### config.mk
export PLATFORM = sky130hd
export DESIGN_NAME = dht11_receiver
export DESIGN_NICKNAME = d
export VERILOG_FILES = /design/src/rtl/dht11_receiver.sv
export SDC_FILE = /design/constraint.sdc
export NUM_CORES = 1
export LEC_CHECK = 0
export BUFFER_PORTS_ARGS = -buffer_cell sky130_fd_sc_hd__buf_2
export CAP_MARGIN = 20
export CORE_MARGIN = 2
export CORE_UTILIZATION = 35
export DETAILED_ROUTE_END_ITERATION = 8
export GPL_ROUTABILITY_DRIVEN = 0
export PLACE_DENSITY_LB_ADDON = 0.05
export SETUP_SLACK_MARGIN = 0.02
export SYNTH_ARGS = -nofsm -noshare
export SYNTH_HDL_FRONTEND = slang
export SYNTH_SLANG_ARGS = --single-unit
### constraint.sdc
create_clock -name clk -period 4.9 [get_ports clk]
set_input_delay 0.49 -clock clk [delete_from_list [all_inputs] [get_ports clk]]
set_output_delay 0.49 -clock clk [all_outputs]
set_load 0.05 [all_outputs]
### src/rtl/dht11_receiver.sv
// DHT11 single-wire frame receiver: synchronizes the data line, decodes 40 bits by high-phase length.
// Optional checksum checking compiled in with `define DHT11_CHECKSUM_EN.
module dht11_receiver #(
  parameter int BIT1_THRESH = 3,
  parameter int TIMEOUT     = 10
) (
  input  logic       clk,
  input  logic       rst,
  input  logic       start,
  input  logic       dht_in,
  output logic [7:0] humidity_int,
  output logic [7:0] humidity_dec,
  output logic [7:0] temp_int,
  output logic [7:0] temp_dec,
  output logic       data_valid,
  output logic       checksum_err,
  output logic       timeout_err,
  output logic       busy
);

  // state     | meaning
  // IDLE      | waiting for start
  // WAIT_RESP | start seen, waiting for sensor to pull the line low
  // RESP_LOW  | sensor response low phase
  // RESP_HIGH | sensor response high phase
  // BIT_LOW   | low preamble of a data bit
  // BIT_HIGH  | high phase of a data bit, length sets the bit value
  // CHECK     | one cycle: verify checksum and publish
  typedef enum logic [2:0] {
    IDLE, WAIT_RESP, RESP_LOW, RESP_HIGH, BIT_LOW, BIT_HIGH, CHECK
  } state_t;

  localparam int CW = $clog2(TIMEOUT + 1);

  state_t        state;
  logic          sync1, sync2, din_prev;
  logic [CW-1:0] phase_cnt, high_cnt;
  logic [5:0]    bit_cnt;
  logic [39:0]   shift_reg;
  logic          rise, fall, phase_to, bit_val;

  assign rise     = sync2 & ~din_prev;
  assign fall     = ~sync2 & din_prev;
  assign phase_to = (phase_cnt == CW'(TIMEOUT));
  assign bit_val  = (high_cnt >= CW'(BIT1_THRESH));

`ifdef DHT11_CHECKSUM_EN
  logic [7:0] sum;
  assign sum = shift_reg[39:32] + shift_reg[31:24] + shift_reg[23:16] + shift_reg[15:8];
`else
  logic chk_byte_unused;
  assign chk_byte_unused = ^shift_reg[7:0];
`endif

  always_ff @(posedge clk) begin
    if (!rst) begin
      state        <= IDLE;
      sync1        <= 1'b1;
      sync2        <= 1'b1;
      din_prev     <= 1'b1;
      phase_cnt    <= '0;
      high_cnt     <= '0;
      bit_cnt      <= '0;
      shift_reg    <= '0;
      humidity_int <= 8'h00;
      humidity_dec <= 8'h00;
      temp_int     <= 8'h00;
      temp_dec     <= 8'h00;
      data_valid   <= 1'b0;
      checksum_err <= 1'b0;
      timeout_err  <= 1'b0;
      busy         <= 1'b0;
    end else begin
      sync1        <= dht_in;
      sync2        <= sync1;
      din_prev     <= sync2;
      data_valid   <= 1'b0;
      checksum_err <= 1'b0;
      timeout_err  <= 1'b0;
      phase_cnt    <= phase_cnt + CW'(1);

      // A stuck phase aborts the frame without touching the published data.
      if (state != IDLE && state != CHECK && phase_to) begin
        state       <= IDLE;
        busy        <= 1'b0;
        timeout_err <= 1'b1;
        phase_cnt   <= '0;
      end else begin
        case (state)
          IDLE: begin
            phase_cnt <= '0;
            if (start) begin
              state   <= WAIT_RESP;
              busy    <= 1'b1;
              bit_cnt <= '0;
            end
          end
          WAIT_RESP: if (!sync2) begin state <= RESP_LOW;  phase_cnt <= '0; end
          RESP_LOW:  if (rise)   begin state <= RESP_HIGH; phase_cnt <= '0; end
          RESP_HIGH: if (fall)   begin state <= BIT_LOW;   phase_cnt <= '0; end
          BIT_LOW: begin
            if (rise) begin
              state     <= BIT_HIGH;
              phase_cnt <= '0;
              high_cnt  <= CW'(1);  // the sample that showed the edge is already high
            end
          end
          BIT_HIGH: begin
            if (fall) begin
              shift_reg <= {shift_reg[38:0], bit_val};
              phase_cnt <= '0;
              if (bit_cnt == 6'd39) begin
                state <= CHECK;
              end else begin
                state   <= BIT_LOW;
                bit_cnt <= bit_cnt + 6'd1;
              end
            end else if (high_cnt != CW'(TIMEOUT)) begin
              high_cnt <= high_cnt + CW'(1);
            end
          end
          CHECK: begin
            phase_cnt <= '0;
            state     <= IDLE;
            busy      <= 1'b0;
`ifdef DHT11_CHECKSUM_EN
            if (sum == shift_reg[7:0]) begin
              humidity_int <= shift_reg[39:32];
              humidity_dec <= shift_reg[31:24];
              temp_int     <= shift_reg[23:16];
              temp_dec     <= shift_reg[15:8];
              data_valid   <= 1'b1;
            end else begin
              checksum_err <= 1'b1;
            end
`else
            humidity_int <= shift_reg[39:32];
            humidity_dec <= shift_reg[31:24];
            temp_int     <= shift_reg[23:16];
            temp_dec     <= shift_reg[15:8];
            data_valid   <= 1'b1;
`endif
          end
          default: begin
            state <= IDLE;
            busy  <= 1'b0;
          end
        endcase
      end
    end
  end

endmodule

==> impl_metrics.yaml <==
outcome:
  status: "finished, final reports clean"
drt:
  drc: 0
  ant_nets: 0
  drt_iter0_markers: 116
  drt_pass1_iterations: 4
  drt-wirelength-per-cell_microns: 12.5
  drt_wl_total_microns: 7860
  viasPerCell: 4.94
  vias: 3098
sta:
  skew_ps: 8.38
  finalSetupViolCount: 0
  fin_setup_tns_ps: 0
  period_needed_ps: 1950
  fmax_mhz: 512
  slew_viol_final: 0
  tightest_slew_ps: 997
  fin_crit_sh_pct: 39.9
  hold_violations: 0
  slew_headroom_pct: 33.5
  rsz0062_at_grt: "false"
clock_tree:
  cts_max_path_buffers: 2
  post_cts_buffers: 0
  numCtsBuffers: 9
  htree_levels: 3
  clkTransAtPathRegs_ps: 90
  cts_tree: "done"
  worst_skew_pair.late_latency_ps: 350
  cts-root-buf: "clkbuf_8"
  cts_resized: 0
  ctsHoldBuffers: 0
  clock_sinks: 95
power:
  finalPower_mw: 1.47
  power_density_mw_per_mm2: 347
  p_leak_nw: 1.54
  vdd_drop_max_v: 0.000172
logic_synthesis:
  ys_warn_count: 0
  syn_nets: 474
  netlist.area_leader.share_pct: 50.6
  yosys-top-cells-count: "nand2_1 (155), dfxtp_1 (95), a21oi_1 (78)"
  ys_seq_area_share_pct: 50.6
  yosysMostFrequentCell: "nand2_1"
  synth_top_area_cell: "dfxtp_1"
  synth_ff_type: "dfxtp_1"
  ys_types: 51
  async_flop_share_pct: 0
  synth.ff_latch_count: 95
  netlist_area_sq_mm: 0.00376
  netlist_top_cells_area: "dfxtp_1 (51%), nand2_1 (15%), a21oi_1 (10%)"
  synth_cells: 465
  avgSynthCellArea_sq_um: 8.08
  synth-edff-count: 0
global_route:
  grt_max_degree: 58
  grt.met1_usage_pct: 17.9
  antenna_found_initial: 0
  grt.busiest_layer: "met2"
  track_usage_pct: 14.0
  use_met3_pct: 3.69
  grt_pass1_vias: 2758
  grt_overflow: 0
  grt_pass1_wl_microns: 12900
  met2_usage_pct: 22.5
critical_path:
  reg2reg_from: "state[0]"
  worstSetupEndpointType: "flip-flop"
  cp_data_arrival_time_ps: 2150
  crit_type: "flip-flop to flip-flop"
  critPathBufInv: 0
  cp_cell_sequence: "nand3b_1, nor4_1, a211oi_1"
  crit_slowest_cell: "dfxtp_1"
  slowest_delay_ps: 750
  cp-startpoint: "state[0]"
  crit_family: "simple AND/OR/NAND/NOR gates"
  required_ps: 5100
  startpoint_type: "flip-flop"
  path_max_fanout: 20
placed_design:
  dp_hpwl_microns: 4920
  port_buffers: 38
  place_inst: 613
floorplan:
  die_h_microns: 108
  start_util_pct: 36.2
  rows: 37
  die_x_microns: 108
  ioPinCount: 40
  dieArea_sq_mm: 0.0116
  core_sq_mm: 0.0104
flow_run:
  cap_violations: 0
worst_hold_path:
  hp-start: "dht_in"
  hold_path_class: "primary input to flip-flop"
final_layout:
  diodes: 0
  final_cells: 627
  syn2layout_area_growth_pct: 13.1
  largest_register_ffs: 40
  layout-drive-gt1-share_pct: 13.2
  finish.utilization_pct: 41.0
  layout.nets: 497
cell families after synthesis:
group,Yosys count,share of synthesized area [%]
and+or+nand+nor,216,25.2
AOI/OAI and AO/OA,109,17.3
DFF,95,50.6
buffers and inverters,35,4.16
adders and majority gates,5,1.67
xor gates and xnor gates,3,0.699
other,1,0.0998
muxes,1,0.266
per-layer routing:
| layer | vias up | part of all wire (%) |
|---|---|---|
| li1 | 1607 | - |
| met1 | 1446 | 50 |
| met2 | 38 | 45 |
| met3 | 7 | 3.3 |
| met4 | 0 | 1.2 |
| met5 | - | 0 |
per-stage QoR:
stage	hold WS (ps)	setup WS [ps]	cell area, sq um
6_report	313	2950	4250
3_5_place_dp	400	2730	4020
4_1_cts	280	2930	4250
5_1_grt	286	2760	4250
2_1_floorplan	386	3180	3760
3_3_place_gp	390	2760	4020
area by class of cell:
cell class	count	area, sq um
tap	136	170
clock inverter	4	95.1
fill	1089	6120
timing repair buffer	43	228
inverter	4	15.0
sequential	95	1900
multi-input combinational	335	1700
clock buffer	10	138
where the power goes:
group	switching (mW)	total, mW	internal, mW
clock	0.257	0.604	0.347
combinational	0.0496	0.0761	0.0265
sequential	0.0156	0.794	0.778
total	0.322	1.47	1.15
worst paths after layout:
kind | to | depth (start not counted) | slack [ps]
hold reg to reg | sync2 | 1 | 420
setup reg to reg | high_cnt[0] | 3 | 2950
hold / removal | sync1 | 2 | 310
setup / recovery | high_cnt[0] | 3 | 2950
layout by cell type, fill, tap and decap left out, types with 2 or more instances in the layout:
cell type / count
ha_1: 5
buf_2: 38
a211o_1: 2
nor2_1: 13
a32o_1: 3
dfxtp_1: 95
a31oi_1: 3
bufinv_16: 3
xor2_1: 2
nand2_1: 155
or4_1: 2
a21o_1: 3
a211oi_1: 4
and2b_1: 2
and2_1: 3
nor3b_1: 4
nand4_1: 4
o21ai_0: 2
nor2b_1: 4
buf_4: 5
inv_1: 3
nand4b_1: 2
clkbuf_8: 10
nor3_1: 4
nor4_1: 2
o2bb2ai_1: 4
nand3b_1: 2
nand2b_1: 5
o2111ai_1: 2
nor2_2: 2
a21oi_1: 78
nand3_1: 6
Power figures use the tool's default switching activity.
